`src/rtl/mode_sequencer.sv`:
```
// mode_sequencer: debounces the MODE and LEARN buttons, steps the counter mode
// (SINGLE -> CARRY -> MAX) and sequences limit capture:
// hold the counter, capture the limit, clear the counter, then resume.
module mode_sequencer #(
    parameter int DIGITS          = 6,
    parameter int DEBOUNCE_CYCLES = 16,
    parameter int SETTLE_CYCLES   = 2
) (
    input  logic                  clk,
    input  logic                  reset,
    input  logic                  btn_mode,
    input  logic                  btn_learn,
    input  logic [4*DIGITS-1:0]   cnt_in,
    output logic                  carry_set,
    output logic                  max_set,
    output logic                  refresh_limits,
    output logic                  cnt_hold,
    output logic                  cnt_clear,
    output logic                  limit_valid,
    output logic                  busy
);

    localparam int DB_W = $clog2(DEBOUNCE_CYCLES + 1);
    localparam int ST_W = $clog2(SETTLE_CYCLES + 1);

    // Bit positions of the two buttons in the packed debounce vectors
    localparam int BTN_MODE  = 0;
    localparam int BTN_LEARN = 1;

    typedef enum logic [2:0] {
        IDLE    = 3'd0,
        HOLD    = 3'd1,
        CAPTURE = 3'd2,
        CLEAR   = 3'd3,
        RESUME  = 3'd4
    } learn_state_t;

    typedef enum logic [1:0] {
        MODE_SINGLE = 2'd0,
        MODE_CARRY  = 2'd1,
        MODE_MAX    = 2'd2
    } mode_t;

    // Debounce pipeline: raw -> sync_p0 -> sync_p1 -> level_p2 -> level_p3/press_p3
    logic [1:0]      btn_raw;
    logic [1:0]      sync_p0;
    logic [1:0]      sync_p1;
    logic [1:0]      level_p2;
    logic [1:0]      level_p3;
    logic [1:0]      press_p3;
    logic [DB_W-1:0] stable_cnt [2];

    logic            mode_press;
    logic            learn_press;

    // Control state
    learn_state_t    state;
    learn_state_t    state_next;
    logic [ST_W-1:0] settle_cnt;
    logic [ST_W-1:0] settle_next;
    mode_t           mode;
    mode_t           mode_next;
    logic            pending;
    logic            pending_next;
    logic            limit_valid_next;

    // Mode rotation used by both direct and deferred mode presses
    function automatic mode_t step_mode(input mode_t m);
        case (m)
            MODE_SINGLE: return MODE_CARRY;
            MODE_CARRY:  return MODE_MAX;
            default:     return MODE_SINGLE;
        endcase
    endfunction

    assign btn_raw     = {btn_learn, btn_mode};
    assign mode_press  = press_p3[BTN_MODE];
    assign learn_press = press_p3[BTN_LEARN];

    // Synchronise both buttons, accept a level after DEBOUNCE_CYCLES stable samples, emit a rising-edge pulse
    always_ff @(posedge clk or posedge reset) begin
        if (reset) begin
            sync_p0  <= '0;
            sync_p1  <= '0;
            level_p2 <= '0;
            level_p3 <= '0;
            press_p3 <= '0;
            for (int b = 0; b < 2; b++) begin
                stable_cnt[b] <= '0;
            end
        end else begin
            sync_p0  <= btn_raw;
            sync_p1  <= sync_p0;
            level_p3 <= level_p2;
            press_p3 <= level_p2 & ~level_p3;
            for (int b = 0; b < 2; b++) begin
                if (sync_p1[b] == level_p2[b]) begin
                    stable_cnt[b] <= '0;
                end else if (stable_cnt[b] == DB_W'(DEBOUNCE_CYCLES - 1)) begin
                    stable_cnt[b] <= '0;
                    level_p2[b]   <= sync_p1[b];
                end else begin
                    stable_cnt[b] <= stable_cnt[b] + DB_W'(1);
                end
            end
        end
    end

    // Next-state logic for the learn sequence, the mode register and the deferred mode press
    always_comb begin
        state_next       = state;
        settle_next      = settle_cnt;
        mode_next        = mode;
        pending_next     = pending;
        limit_valid_next = limit_valid;

        case (state)
            IDLE: begin
                if (pending) begin
                    // Deferred press is applied first; any new mode press this cycle is dropped
                    pending_next = 1'b0;
                    if (limit_valid) begin
                        mode_next = step_mode(mode);
                    end
                end else if (mode_press) begin
                    if (learn_press) begin
                        pending_next = 1'b1;
                    end else if (limit_valid) begin
                        mode_next = step_mode(mode);
                    end
                end
                if (learn_press) begin
                    state_next  = HOLD;
                    settle_next = '0;
                end
            end
            HOLD: begin
                if (settle_cnt == ST_W'(SETTLE_CYCLES - 1)) begin
                    state_next = CAPTURE;
                end else begin
                    settle_next = settle_cnt + ST_W'(1);
                end
            end
            CAPTURE: begin
                limit_valid_next = |cnt_in;
                if (!(|cnt_in)) begin
                    mode_next = MODE_SINGLE;
                end
                state_next = CLEAR;
            end
            CLEAR: begin
                state_next = RESUME;
            end
            RESUME: begin
                state_next = IDLE;
            end
            default: begin
                state_next = IDLE;
            end
        endcase

        // A mode press while the sequence runs waits until the sequence is back in IDLE
        if ((state != IDLE) && mode_press && !pending) begin
            pending_next = 1'b1;
        end
    end

    // State registers and registered outputs decoded from the next state
    always_ff @(posedge clk or posedge reset) begin
        if (reset) begin
            state          <= IDLE;
            settle_cnt     <= '0;
            mode           <= MODE_SINGLE;
            pending        <= 1'b0;
            limit_valid    <= 1'b0;
            carry_set      <= 1'b0;
            max_set        <= 1'b0;
            refresh_limits <= 1'b0;
            cnt_hold       <= 1'b0;
            cnt_clear      <= 1'b0;
            busy           <= 1'b0;
        end else begin
            state          <= state_next;
            settle_cnt     <= settle_next;
            mode           <= mode_next;
            pending        <= pending_next;
            limit_valid    <= limit_valid_next;
            carry_set      <= (mode_next == MODE_CARRY);
            max_set        <= (mode_next == MODE_MAX);
            refresh_limits <= (state_next == CAPTURE);
            cnt_hold       <= (state_next == HOLD) || (state_next == CAPTURE) || (state_next == CLEAR);
            cnt_clear      <= (state_next == CLEAR);
            busy           <= (state_next != IDLE);
        end
    end

endmodule

```
`config.mk`:
```
export PLATFORM = sky130hd
export DESIGN_NAME = mode_sequencer
export DESIGN_NICKNAME = d
export VERILOG_FILES = /design/src/rtl/mode_sequencer.sv
export SDC_FILE = /design/constraint.sdc
export NUM_CORES = 1
export LEC_CHECK = 0
export BUFFER_PORTS_ARGS = -buffer_cell sky130_fd_sc_hd__buf_2
export CAP_MARGIN = 0
export CORE_MARGIN = 3
export CORE_UTILIZATION = 30
export DETAILED_ROUTE_END_ITERATION = 10
export SLEW_MARGIN = 20
export SYNTH_ARGS = -nofsm -noshare
export SYNTH_HDL_FRONTEND = slang
export SYNTH_SLANG_ARGS = --single-unit
```
`constraint.sdc`:
```
create_clock -name clk -period 2.1 [get_ports clk]
set_clock_uncertainty 0.2 [all_clocks]
set_input_delay 0 -clock clk [delete_from_list [all_inputs] [get_ports clk]]
set_output_delay 0 -clock clk [all_outputs]
set_load 0.005 [all_outputs]
```
==> reports/results.tsv <==
metric	value	unit
rsz0062_at_grt	no	
drt-wirelength-per-cell	11.59	um
die_area	5803	sq um
pwr-share-seq	0.519	
yosysUniqueCellTypes	33	
worstPathRequired	2.04	ns
critPathKind	in -> reg	
clk_path_buf_depth	2	
clockRootBuffer	clkbuf_8	
synth_edf_count	0	
status	finished clean	
drv_cap	0	
clock_sinks	35	
fin_nets	213	
ios	35	
dp_cells	225	
synth.top_cell.area_share	0.5927	
antenna_found_initial	0	
via_per_inst	4.560	
fp.coreArea	4564	sq um
setup_slack	0.1044	ns
firstDrtPassIters	4	
fin_crit_sh	0.9503	
grt_pass1_vias	1229	
instances_no_fill	248	
worstMarginPinSlew	0.4734	ns
die_h	76.18	um
die_x	76.18	um
tns	0	ns
p_leak	0.9774	nW
areaGrowthSynthToFinish	31.58	%
p_int	1.199	mW
hold_viol	0	
max_freq	0.5011	GHz
grt.overflow.total	0	
grt_pass1_wl	5.216	mm
p_sw_frac	0.2964	
startpoint_type	primary input	
ys_seq_elements	35	
cp-end-kind	flip-flop	
crit_fanout	2	
drt-total-wl	2.874	mm
clk_latency	0.28	ns
detail-route-antenna-nets	0	
register_area	875.8	sq um
synth_ff_type	dfrtp_1	
cts_made_buffers	5	
final_common_cell	dfrtp_1	
yosysSeqAreaShare	0.5927	
htreeDepth	2	
route.detailed.drc	0	
drive_above_1_share	0.2623	
yosysTopAreaCell	dfrtp_1	
maxSlewViolCount	0	
cts_resized	0	
p_clk_frac	0.266	
multi_input_area	563.0	sq um
cts_tree	built	
powerDensity	876.3	nW/um^2
vias	1131	
design_area	1944	sq um
post-place-ws	0.6018	ns
layout_common_cells	35 x dfrtp_1, 34 x buf_2, 15 x dlygate4sd3_1, 11 x nor2_1, 8 x o21ai_0	
yosys_warnings	0	
first_iter_violations	38	
finalWeightedCongestion	0.7539	
period_needed	1.996	ns
grt.total_usage	0.1106	
rows	24	
cp.arrival	1.94	ns
syn_area_per_cell	11.54	sq um
grt_start_max_net_pins	36	
numPortBuffers	34	
dp_hpwl	1.919	mm
worst_setup_hold_path_clk_slew	0.07	ns
max_slew_margin	0.6844	
min_path_type	in -> async	
synth_async_sr_flop_share	1.000	
pwr-share-comb	0.215	
final_core_util	0.4260	
ir_worst_vdd	0.3912	mV
synth_nets	159	
finalSetupViolCount	0	
fill_cells	441	
power_switching	505.1	uW
synthCells	128	
place_area	1713	sq um
fin_total_pwr	1.704	mW
start_util	0.3237	
synth.cell_area	1478	sq um
synthTopCellsByArea	dfrtp_1 59%, xor2_1 3.6%, nor4_1 3.0%	
antennaDiodeCount	0	
fin_hold_ws	0.1384	ns
[path summary, 6_finish.rpt]
check,startpoint,end,slack (ns),depth (start not counted)
setup / recovery,cnt_in[22],carry_set$_DFF_PP0_,0.10,7
hold / removal,reset,sync_p0[1]$_DFF_PP0_,0.14,4
setup reg to reg,state[0]$_DFF_PP0_,max_set$_DFF_PP0_,0.57,4
hold reg to reg,sync_p0[1]$_DFF_PP0_,sync_p1[1]$_DFF_PP0_,0.15,0
max in group asynchronous,reset,refresh_limits$_DFF_PP0_,1.24,4
min in group clk,sync_p0[1]$_DFF_PP0_,sync_p1[1]$_DFF_PP0_,0.15,0
[synth_stat cells (2+ instances only)]
cell / number
dfrtp_1: 35
mux2_2: 2
o221ai_2: 2
and3_1: 2
nor2_1: 11
nor4_1: 7
nand2_1: 7
and2_1: 5
nor3_1: 3
nand3_1: 6
inv_1: 4
xor2_1: 6
o21ai_0: 8
nor2b_1: 6
o2111ai_1: 2
a21boi_0: 2
o211ai_1: 2
ha_1: 3
[critical path, stage by stage]
cell and delay, ns:
dlygate4sd3_1 0.55, buf_2 0.12, nor4_1 0.16, dlygate4sd3_1 0.59, nand4_1 0.13, o211ai_1 0.25
a31oi_1 0.13
[routing by layer]
metal  wire [um]  vias to the layer above  GRT usage
met2        1452                       28     0.1862
li1            -                      557          -
met1        1206                      535     0.1238
met3         122                       11    0.03664
met4          92                        0    0.05978
met5           0                        -          0
[sequential cells by signal, summed over array words and instances (netlist names)]
signal          count
level_p2            2
cnt_clear           1
sync_p1             2
settle_cnt          2
state               3
max_set             1
press_p3            2
busy                1
carry_set           1
cnt_hold            1
sync_p0             2
limit_valid         1
mode                2
stable_cnt         10
pending             1
refresh_limits      1
level_p3            2
[final cells by class]
type | instances | share of cell area
Sequential cell | 35 | 0.4505
Multi-Input combinational cell | 86 | 0.2896
Timing Repair Buffer | 50 | 0.1686
Tap cell | 65 | 0.04183
Clock buffer | 7 | 0.03925
Inverter | 4 | 0.007722
Clock inverter | 1 | 0.002574
[what timing repair did]
item / 4_1_cts / 5_1_grt
hold endpoints to repair: 41 / 0
hold buffers: 15 / 0
setup buffers: 0 / 0
[logic make-up (layout without fill, tap and decap cells)]
logic type               after synthesis  after routing  share of synthesized area
adder cells (fa/ha/maj)                3              3                    0.02540
buffers and inverters                  7             62                    0.02624
flip-flops                            35             35                     0.5927
XOR/XNOR                               6              6                    0.03556
AND/OR/NAND/NOR                       53             53                     0.1948
multiplexers                           3              3                    0.02201
AO/OA/AOI/OAI                         21             21                     0.1033
[power groups by stage]
stage / logic [mW] / clock network (mW) / registers (mW)
floorplan: 0.282 / 0 / 0.858
global placement: 0.340 / 0 / 0.890
detailed placement: 0.352 / 0 / 0.895
CTS: 0.370 / 0.472 / 0.882
global route: 0.429 / 0.509 / 0.904
finish: 0.367 / 0.453 / 0.884
No activity file was read; power rests on OpenSTA's default activity.
